===== src/rtl/des_sched_pkg.sv =====
// Shared types and width helpers for the des_block scheduler.
package des_sched_pkg;

   typedef enum logic [1:0] {
      SlotIdle    = 2'd0,
      SlotRunning = 2'd1,
      SlotHeld    = 2'd2,
      SlotClear   = 2'd3
   } slot_state_e;

   // Index width for NUM_BLOCKS slots, never narrower than one bit.
   function automatic int unsigned calc_idx_w(input int unsigned num_blocks);
      return (num_blocks <= 1) ? 1 : $clog2(num_blocks);
   endfunction

   function automatic int unsigned calc_cnt_w(input int unsigned n);
      return 64 - n;
   endfunction

endpackage


===== src/rtl/des_sched_prio_enc.sv =====
// Lowest-index-set priority encoder: index of the lowest set request bit plus a found flag.
module des_sched_prio_enc #(
   parameter int unsigned WIDTH = 4,
   parameter int unsigned IDX_W = 2
) (
   input  logic [WIDTH-1:0] req,
   output logic [IDX_W-1:0] idx,
   output logic             found
);

   always_comb begin
      idx   = '0;
      found = 1'b0;
      for (int i = WIDTH - 1; i >= 0; i--) begin
         if (req[i]) begin
            idx   = IDX_W'(i);
            found = 1'b1;
         end
      end
   end

endmodule


===== src/rtl/des_block_scheduler.sv =====
// Job dispatcher / result collector for an array of des_block instances.
// Optional per-slot cycle counters and res_cycles output: define DES_SCHED_CYCLES_EN.
module des_block_scheduler
   import des_sched_pkg::*;
#(
   parameter int unsigned NUM_BLOCKS = 4,
   parameter int unsigned N          = 32,
   parameter int unsigned TAG_W      = 8,
   localparam int unsigned IDX_W     = calc_idx_w(NUM_BLOCKS),
   localparam int unsigned CNT_W     = calc_cnt_w(N)
) (
   input  logic                        clk,
   input  logic                        rst_n,
   input  logic                        cmd_valid,
   output logic                        cmd_ready,
   input  logic [63:0]                 cmd_seed,
   input  logic [63:0]                 cmd_polynomial,
   input  logic [TAG_W-1:0]            cmd_tag,
   output logic [NUM_BLOCKS-1:0]       blk_start,
   output logic [NUM_BLOCKS-1:0]       blk_restart,
   output logic [63:0]                 blk_seed,
   output logic [63:0]                 blk_polynomial,
   input  logic [NUM_BLOCKS-1:0]       blk_done,
   input  logic [NUM_BLOCKS*CNT_W-1:0] blk_counter,
   output logic                        res_valid,
   input  logic                        res_ready,
   output logic [CNT_W-1:0]            res_counter,
   output logic [IDX_W-1:0]            res_index,
   output logic [TAG_W-1:0]            res_tag,
   output logic                        busy
`ifdef DES_SCHED_CYCLES_EN
   ,
   output logic [31:0]                 res_cycles
`endif
);

   slot_state_e               slot_q [NUM_BLOCKS];
   slot_state_e               slot_d [NUM_BLOCKS];
   logic [TAG_W-1:0]          tag_q  [NUM_BLOCKS];
   logic [NUM_BLOCKS-1:0]     idle_vec, done_vec, start_q, restart_q;
   logic [63:0]               seed_q, poly_q;
   logic                      res_valid_q;
   logic [CNT_W-1:0]          res_counter_q;
   logic [IDX_W-1:0]          res_index_q, disp_idx, coll_idx;
   logic [TAG_W-1:0]          res_tag_q;
   logic                      disp_found, coll_found;
   logic                      dispatch, capture, handshake;

   always_comb begin
      for (int i = 0; i < NUM_BLOCKS; i++) begin
         idle_vec[i] = (slot_q[i] == SlotIdle);
         // A slot in its start cycle cannot be collected, so start and capture never coincide.
         done_vec[i] = (slot_q[i] == SlotRunning) && blk_done[i] && !start_q[i];
      end
   end

   des_sched_prio_enc #(.WIDTH(NUM_BLOCKS), .IDX_W(IDX_W)) u_disp_enc (
      .req   (idle_vec),
      .idx   (disp_idx),
      .found (disp_found)
   );

   des_sched_prio_enc #(.WIDTH(NUM_BLOCKS), .IDX_W(IDX_W)) u_coll_enc (
      .req   (done_vec),
      .idx   (coll_idx),
      .found (coll_found)
   );

   assign cmd_ready = disp_found;
   assign dispatch  = cmd_valid && disp_found;
   assign handshake = res_valid_q && res_ready;
   assign capture   = coll_found && (!res_valid_q || res_ready);

   always_comb begin
      for (int i = 0; i < NUM_BLOCKS; i++) begin
         slot_d[i] = slot_q[i];
         if (slot_q[i] == SlotClear) slot_d[i] = SlotIdle;
         if (handshake && res_index_q == IDX_W'(i)) slot_d[i] = SlotClear;
         if (capture && coll_idx == IDX_W'(i)) slot_d[i] = SlotHeld;
         if (dispatch && disp_idx == IDX_W'(i)) slot_d[i] = SlotRunning;
      end
   end

   always_ff @(posedge clk or negedge rst_n) begin
      if (!rst_n) begin
         for (int i = 0; i < NUM_BLOCKS; i++) begin
            slot_q[i] <= SlotIdle;
            tag_q[i]  <= '0;
         end
         start_q       <= '0;
         restart_q     <= '0;
         seed_q        <= '0;
         poly_q        <= '0;
         res_valid_q   <= 1'b0;
         res_counter_q <= '0;
         res_index_q   <= '0;
         res_tag_q     <= '0;
      end else begin
         for (int i = 0; i < NUM_BLOCKS; i++) slot_q[i] <= slot_d[i];
         start_q   <= dispatch ? (NUM_BLOCKS'(1) << disp_idx) : '0;
         restart_q <= handshake ? (NUM_BLOCKS'(1) << res_index_q) : '0;
         if (dispatch) begin
            seed_q          <= cmd_seed;
            poly_q          <= cmd_polynomial;
            tag_q[disp_idx] <= cmd_tag;
         end
         if (capture) begin
            res_valid_q   <= 1'b1;
            res_counter_q <= blk_counter[coll_idx*CNT_W +: CNT_W];
            res_index_q   <= coll_idx;
            res_tag_q     <= tag_q[coll_idx];
         end else if (handshake) begin
            res_valid_q <= 1'b0;
         end
      end
   end

`ifdef DES_SCHED_CYCLES_EN
   logic [31:0] cyc_q [NUM_BLOCKS];
   logic [31:0] cyc_d [NUM_BLOCKS];
   logic [31:0] res_cycles_q;

   // The captured value includes the capture cycle itself.
   always_comb begin
      for (int i = 0; i < NUM_BLOCKS; i++) begin
         cyc_d[i] = cyc_q[i];
         if (slot_q[i] == SlotRunning && cyc_q[i] != 32'hFFFF_FFFF) cyc_d[i] = cyc_q[i] + 32'd1;
         if (dispatch && disp_idx == IDX_W'(i)) cyc_d[i] = '0;
      end
   end

   always_ff @(posedge clk or negedge rst_n) begin
      if (!rst_n) begin
         for (int i = 0; i < NUM_BLOCKS; i++) cyc_q[i] <= '0;
         res_cycles_q <= '0;
      end else begin
         for (int i = 0; i < NUM_BLOCKS; i++) cyc_q[i] <= cyc_d[i];
         if (capture) res_cycles_q <= cyc_d[coll_idx];
      end
   end

   assign res_cycles = res_cycles_q;
`endif

   assign blk_start      = start_q;
   assign blk_restart    = restart_q;
   assign blk_seed       = seed_q;
   assign blk_polynomial = poly_q;
   assign res_valid      = res_valid_q;
   assign res_counter    = res_counter_q;
   assign res_index      = res_index_q;
   assign res_tag        = res_tag_q;
   assign busy           = ~&idle_vec;

endmodule


===== config.mk =====
export PLATFORM = sky130hd
export DESIGN_NAME = des_block_scheduler
export DESIGN_NICKNAME = d
export VERILOG_FILES = /design/src/rtl/des_sched_pkg.sv /design/src/rtl/des_sched_prio_enc.sv /design/src/rtl/des_block_scheduler.sv
export SDC_FILE = /design/constraint.sdc
export NUM_CORES = 1
export LEC_CHECK = 0
export CAP_MARGIN = 0
export CORE_UTILIZATION = 30
export CTS_BUF_LIST = sky130_fd_sc_hd__clkbuf_4
export CTS_CLUSTER_SIZE = 30
export DETAILED_ROUTE_END_ITERATION = 7
export PLACE_DENSITY_LB_ADDON = 0.3
export SETUP_SLACK_MARGIN = 0.02
export SYNTH_ARGS = -nofsm -noshare
export SYNTH_HDL_FRONTEND = slang
export SYNTH_HIERARCHICAL = 1
export SYNTH_SLANG_ARGS = --single-unit

===== constraint.sdc =====
create_clock -name clk -period 3.9 [get_ports clk]
set_clock_uncertainty 0.2 [all_clocks]
set_input_delay 0.78 -clock clk [delete_from_list [all_inputs] [get_ports clk]]
set_output_delay 0.78 -clock clk [all_outputs]
set_load 0.03 [all_outputs]

==> results of run 1 <==
==> sequential cells by signal, summed over array words and instances (netlist names), 2 cells and up <==
register	flops
slot_q	8
tag_q	32
blk_start	4
res_index	2
blk_restart	4
blk_seed	64
res_tag	8
blk_polynomial	64
res_counter	32
==> cell usage after synthesis, drive strengths merged <==
cell type  number  share of area
nand3           1        0.00054
nor3            6         0.0032
and4bb          1         0.0013
nor2b           1        0.00068
inv            10         0.0040
nand3b          2         0.0016
nand4           1        0.00068
dfrtp         219           0.59
a21o            1        0.00081
and4            1        0.00094
nor4bb          3         0.0032
nand2         389           0.16
o31a            3         0.0028
o21bai          1        0.00081
buf            29          0.019
clkbuf         16         0.0065
and4b           2         0.0022
o2bb2ai         1        0.00094
a21oi           7         0.0046
and2            1        0.00068
o21ai           3         0.0016
nor4b           1        0.00094
mux2           73          0.089
or3             1        0.00068
nor2           11         0.0045
nand2b          5         0.0034
mux4           40          0.097
==> per-layer routing <==
layer / global-route usage / up-vias / wire length [um]
met5: 0 / - / 0
met4: 0.0605 / 0 / 570
met3: 0.0696 / 50 / 3150
met2: 0.339 / 354 / 15600
met1: 0.201 / 3770 / 11000
li1: - / 3725 / -
==> area by class of cell <==
class / count / area [um^2]
fill: 2791 / 15400
timing repair buffer: 466 / 4710
tap: 396 / 495
clock inverter: 13 / 50.0
multi-input combinational: 555 / 3540
inverter: 10 / 37.5
antenna: 2 / 5.00
sequential: 219 / 5480
clock buffer: 99 / 743
==> through the flow <==
stage | setup WS, ns | util
2_1_floorplan | 1.14 | -
3_3_place_gp | 0.417 | 0.467
3_5_place_dp | 0.368 | 0.467
4_1_cts | 0.435 | 0.494
5_1_grt | 0.356 | 0.494
6_report | 0.541 | 0.494
==> critical path, stage by stage (launching register included) <==
cell	delay, ns
dfrtp_1	0.41
nor2_1	0.32
nor2_1	0.09
nand2_1	0.19
clkdlybuf4s50_1	0.71
==> power groups by stage <==
stage | clock (mW) | sequential [mW] | combinational (mW)
detailed placement | 0 | 3.79 | 6.37
global route | 2.34 | 3.88 | 6.70
finish | 2.13 | 3.76 | 6.28
global placement | 0 | 3.77 | 6.28
floorplan | 0 | 5.13 | 2.50
CTS | 2.21 | 3.77 | 6.39
==> cells in the final DEF, fill, tap and decap left out, types with 3 or more instances in the layout <==
cell type	count
a21oi_1	5
inv_2	3
o21ai_0	3
mux2_2	73
nor3_1	5
nor2_1	11
mux4_2	40
o31a_1	3
clkdlybuf4s50_1	451
nand2b_1	5
nor4bb_1	3
dfrtp_1	219
inv_1	8
buf_12	6
clkinv_1	11
nand2_1	387
buf_4	7
clkbuf_4	99
==> path summary, 6_finish.rpt <==
check                                          startpoint                        endpoint  slack (ns)
setup reg to reg                    slot_q[7]$_DFFE_PN0P_      res_counter[9]$_DFFE_PN0P_        1.29
max in group asynchronous                           rst_n  blk_polynomial[27]$_DFFE_PN0P_        2.21
min in group asynchronous                           rst_n        blk_seed[54]$_DFFE_PN0P_        0.47
hold / removal             blk_polynomial[44]$_DFFE_PN0P_  blk_polynomial[44]$_DFFE_PN0P_        0.27
setup / recovery                    slot_q[7]$_DFFE_PN0P_                       cmd_ready        0.54
hold reg to reg            blk_polynomial[44]$_DFFE_PN0P_  blk_polynomial[44]$_DFFE_PN0P_        0.27
==> cell families (layout without fill, tap and decap cells) <==
group | Yosys count | in the layout | share of synthesized area
AND/OR/NAND/NOR | 426 | 426 | 0.182
flip-flops | 219 | 219 | 0.591
multiplexers | 113 | 113 | 0.186
buffers and inverters | 55 | 588 | 0.0296
AO/OA/AOI/OAI | 16 | 16 | 0.0116
other | 0 | 2 | 0
==> impl_metrics.tcl, run 1 <==
set metrics [dict create \
    holdWs_ns 0.272 \
    grt_max_degree 129 \
    start_util 0.304 \
    rsz0062_at_grt "no" \
    slew_viol_final 0 \
    chipWidth_um 178 \
    hold_violations 0 \
    wire_per_inst_um 17.2 \
    r2r_cells 5 \
    num-nets-final 1585 \
    setup_total_negative_slack_ns 0 \
    cp-start-kind "flop" \
    antenna_found_initial 1 \
    yosys.cell_types.count 30 \
    post-place-cells 1645 \
    p_leak_nw 6.80 \
    tightest_slew_ns 0.946 \
    peakVddDrop_uv 577 \
    post_synth.cell_area_avg_um2 11.2 \
    clock-root-buffer "clkbuf_4" \
    instances_no_fill 1760 \
    post_cts_buffers 0 \
    ys_seq_elements 219 \
    clk_pin_slew_ns 0.06 \
    fp-row-count 64 \
    design.die.area_um2 31600 \
    dpl_cell_area_um2 14300 \
    drt_iter0_markers 278 \
    drt-pass1-iter-count 4 \
    clk_latency_ns 0.66 \
    cp-end-kind "output pin" \
    outcome "finished, final reports clean" \
    p_int_mw 7.30 \
    crit_arrival_ns 2.38 \
    vias_per_cell 4.49 \
    ctsResizeCount 0 \
    grt_pass1_wl_um 45500 \
    die_y_um 178 \
    power_density_nw_per_um2 807 \
    syn_area_um2 9270 \
    power.total_mw 12.2 \
    critPathRequiredTime_ns 2.92 \
    finalCritPeriodShare 0.861 \
    switching_share 0.400 \
    grt_use_total 0.188 \
    worstHoldPathCells 2 \
    io_pins 453 \
    p_clk_frac 0.175 \
    worstHoldPathType "reg -> reg" \
    wirelength_um 30300 \
    cts_buffers 61 \
    min_period_ns 3.36 \
    finalSetupViolCount 0 \
    hpwl_um 21700 \
    cts_max_level 2 \
    gp_congestion 0.797 \
    cts_tree "yes" \
    fin_area_um2 15100 \
    drc 0 \
    final_antenna_net_count 0 \
    grt_overflow 0 \
    cp_max_fo 4 \
    core_um2 30500 \
    io_buffers 452 \
    slew_headroom 0.361 \
    yosysWarnings 6 \
    seqPwrFrac 0.309 \
    clockBufferDepth 3 \
    fmax_mhz 298 \
    cap_violations 0 \
    p_comb_frac 0.516 \
    grt_pass1_vias 8206 \
    via_count 7899 \
    area_growth_pct 62.5 \
    yosysSeqAreaShare 0.591 \
    cts_hold_buf 1 \
    cts.sinks 219 \
    worstSetupPathType "reg -> out" \
    syn_inst 829 \
    p_switching_mw 4.86 \
    syn-num-nets 1101 \
    drive_gt1_frac 0.174 \
]
(Power assumes the default switching activity.)
==> run 2: changes to the inputs <==
PLACE_DENSITY = 0.7   (was unset)
PLACE_DENSITY_LB_ADDON = unset   (was 0.3)
==> impl_metrics.tcl, run 2 (same netlist as run 1, synthesis figures left out) <==
set metrics [dict create \
    outcome "finished, final reports clean" \
    power.total_mw 12.4 \
    via_count 8032 \
    die_y_um 178 \
    critPathRequiredTime_ns 2.92 \
    num-nets-final 1592 \
    grt_use_total 0.196 \
    wire_per_inst_um 17.8 \
    cp-end-kind "output pin" \
    grt_pass1_wl_um 46900 \
    final_antenna_net_count 0 \
    grt_max_degree 129 \
    min_period_ns 3.36 \
    grt_pass1_vias 8491 \
    design.die.area_um2 31600 \
    gp_congestion 0.821 \
    p_leak_nw 6.83 \
    drc 0 \
    final_common_cell "clkdlybuf4s50_1" \
    wirelength_um 31500 \
    clk_latency_ns 0.67 \
    worstSetupPathType "reg -> out" \
    holdWs_ns 0.272 \
    post_cts_buffers 0 \
    cap_violations 0 \
    clk_pin_slew_ns 0.07 \
    p_comb_frac 0.513 \
    final_cell_mix "clkdlybuf4s50_1 (451), nand2_1 (387), dfrtp_1 (219), clkbuf_4 (100), mux2_2 (73)" \
    setup_total_negative_slack_ns 0 \
    seqPwrFrac 0.305 \
    clockBufferDepth 3 \
    crit_arrival_ns 2.38 \
    rsz0062_at_grt "no" \
    cts.sinks 219 \
    peakVddDrop_uv 446 \
    cp_max_fo 3 \
    p_clk_frac 0.182 \
    cp-start-kind "flop" \
    area_growth_pct 63.2 \
    finalSetupViolCount 0 \
    vias_per_cell 4.55 \
    finalCritPeriodShare 0.861 \
    hpwl_um 22500 \
    start_util 0.304 \
    worstHoldPathType "reg -> reg" \
    drt_iter0_markers 218 \
    tightest_slew_ns 0.894 \
    antenna_found_initial 2 \
    fillers 2741 \
    core_um2 30500 \
    cts_buffers 66 \
    io_buffers 452 \
    clock-root-buffer "clkbuf_4" \
    drt-pass1-iter-count 4 \
    drive_gt1_frac 0.178 \
    slew_viol_final 0 \
    grt_overflow 0 \
    ff_latch_area_um2 5480 \
    multiInputGateArea_um2 3540 \
    p_int_mw 7.42 \
    p_switching_mw 4.98 \
    chipWidth_um 178 \
    fp-row-count 64 \
    slew_headroom 0.404 \
    switching_share 0.402 \
    fmax_mhz 298 \
    ctsResizeCount 0 \
    hold_violations 0 \
    power_density_nw_per_um2 820 \
    io_pins 453 \
    cts_max_level 3 \
    cts_tree "yes" \
]
[run 2: cell types whose count changed in the layout (fill, tap and decap cells not counted)]
cell / before / now
buf_4: 7 / 9
bufinv_16: 0 / 1
clkbuf_4: 99 / 100
clkinv_1: 11 / 9
clkinv_2: 1 / 2
clkinvlp_4: 0 / 2
diode_2: 2 / 1
[run 2: layer usage]
layer	up-vias	track usage	wire, um
li1	3745	-	-
met1	3859	0.208	11500
met2	358	0.339	15700
met3	68	0.0758	3140
met4	2	0.0969	1140
met5	-	0	17
[run 2: final timing paths]
path	slack, ns	cells past startpoint	startpoint	to
max	0.54	4	slot_q[1]$_DFFE_PN0P_	cmd_ready
min	0.27	2	blk_seed[44]$_DFFE_PN0P_	blk_seed[44]$_DFFE_PN0P_
max reg2reg	1.23	6	slot_q[1]$_DFFE_PN0P_	res_tag[0]$_DFFE_PN0P_
min reg2reg	0.27	2	blk_seed[44]$_DFFE_PN0P_	blk_seed[44]$_DFFE_PN0P_
max in group asynchronous	2.25	3	rst_n	blk_seed[38]$_DFFE_PN0P_
min in group asynchronous	0.48	2	rst_n	res_counter[3]$_DFFE_PN0P_
[run 2: timing repair]
action	CTS	global route
hold endpoints to repair	63	0
hold buffers	1	0
endpoints found under the setup margin	0	0
[run 2: final cells by class]
class	count	share of cell area
antenna	1	0.000165
clock buffer	100	0.0496
clock inverter	15	0.00612
inverter	10	0.00248
multi-input combinational	555	0.234
sequential	219	0.362
tap	396	0.0327
timing repair buffer	468	0.312
[run 2: worst max-delay path, stage by stage, from the launching register on]
cell and delay (ns):
dfrtp_1 0.40, nor2_1 0.25, nor2_1 0.10, nand2_1 0.18, clkdlybuf4s50_1 0.77
[run 2: through the flow]
step	setup WS (ns)	utilization	area [um^2]	cells
2_1_floorplan	1.14	-	9270	829
3_3_place_gp	0.371	0.468	14300	1647
3_5_place_dp	0.338	0.468	14300	1647
4_1_cts	0.465	0.496	15100	1763
5_1_grt	0.396	0.496	15100	1764
6_report	0.542	0.496	15100	1764
[run 2: power by group through the flow]
stage	registers (mW)	clock network, mW	logic, mW
4_1_cts	3.78	2.36	6.47
6_report	3.78	2.26	6.36
2_1_floorplan	5.13	0	2.50
3_3_place_gp	3.78	0	6.32
5_1_grt	3.89	2.48	6.78
3_5_place_dp	3.80	0	6.44
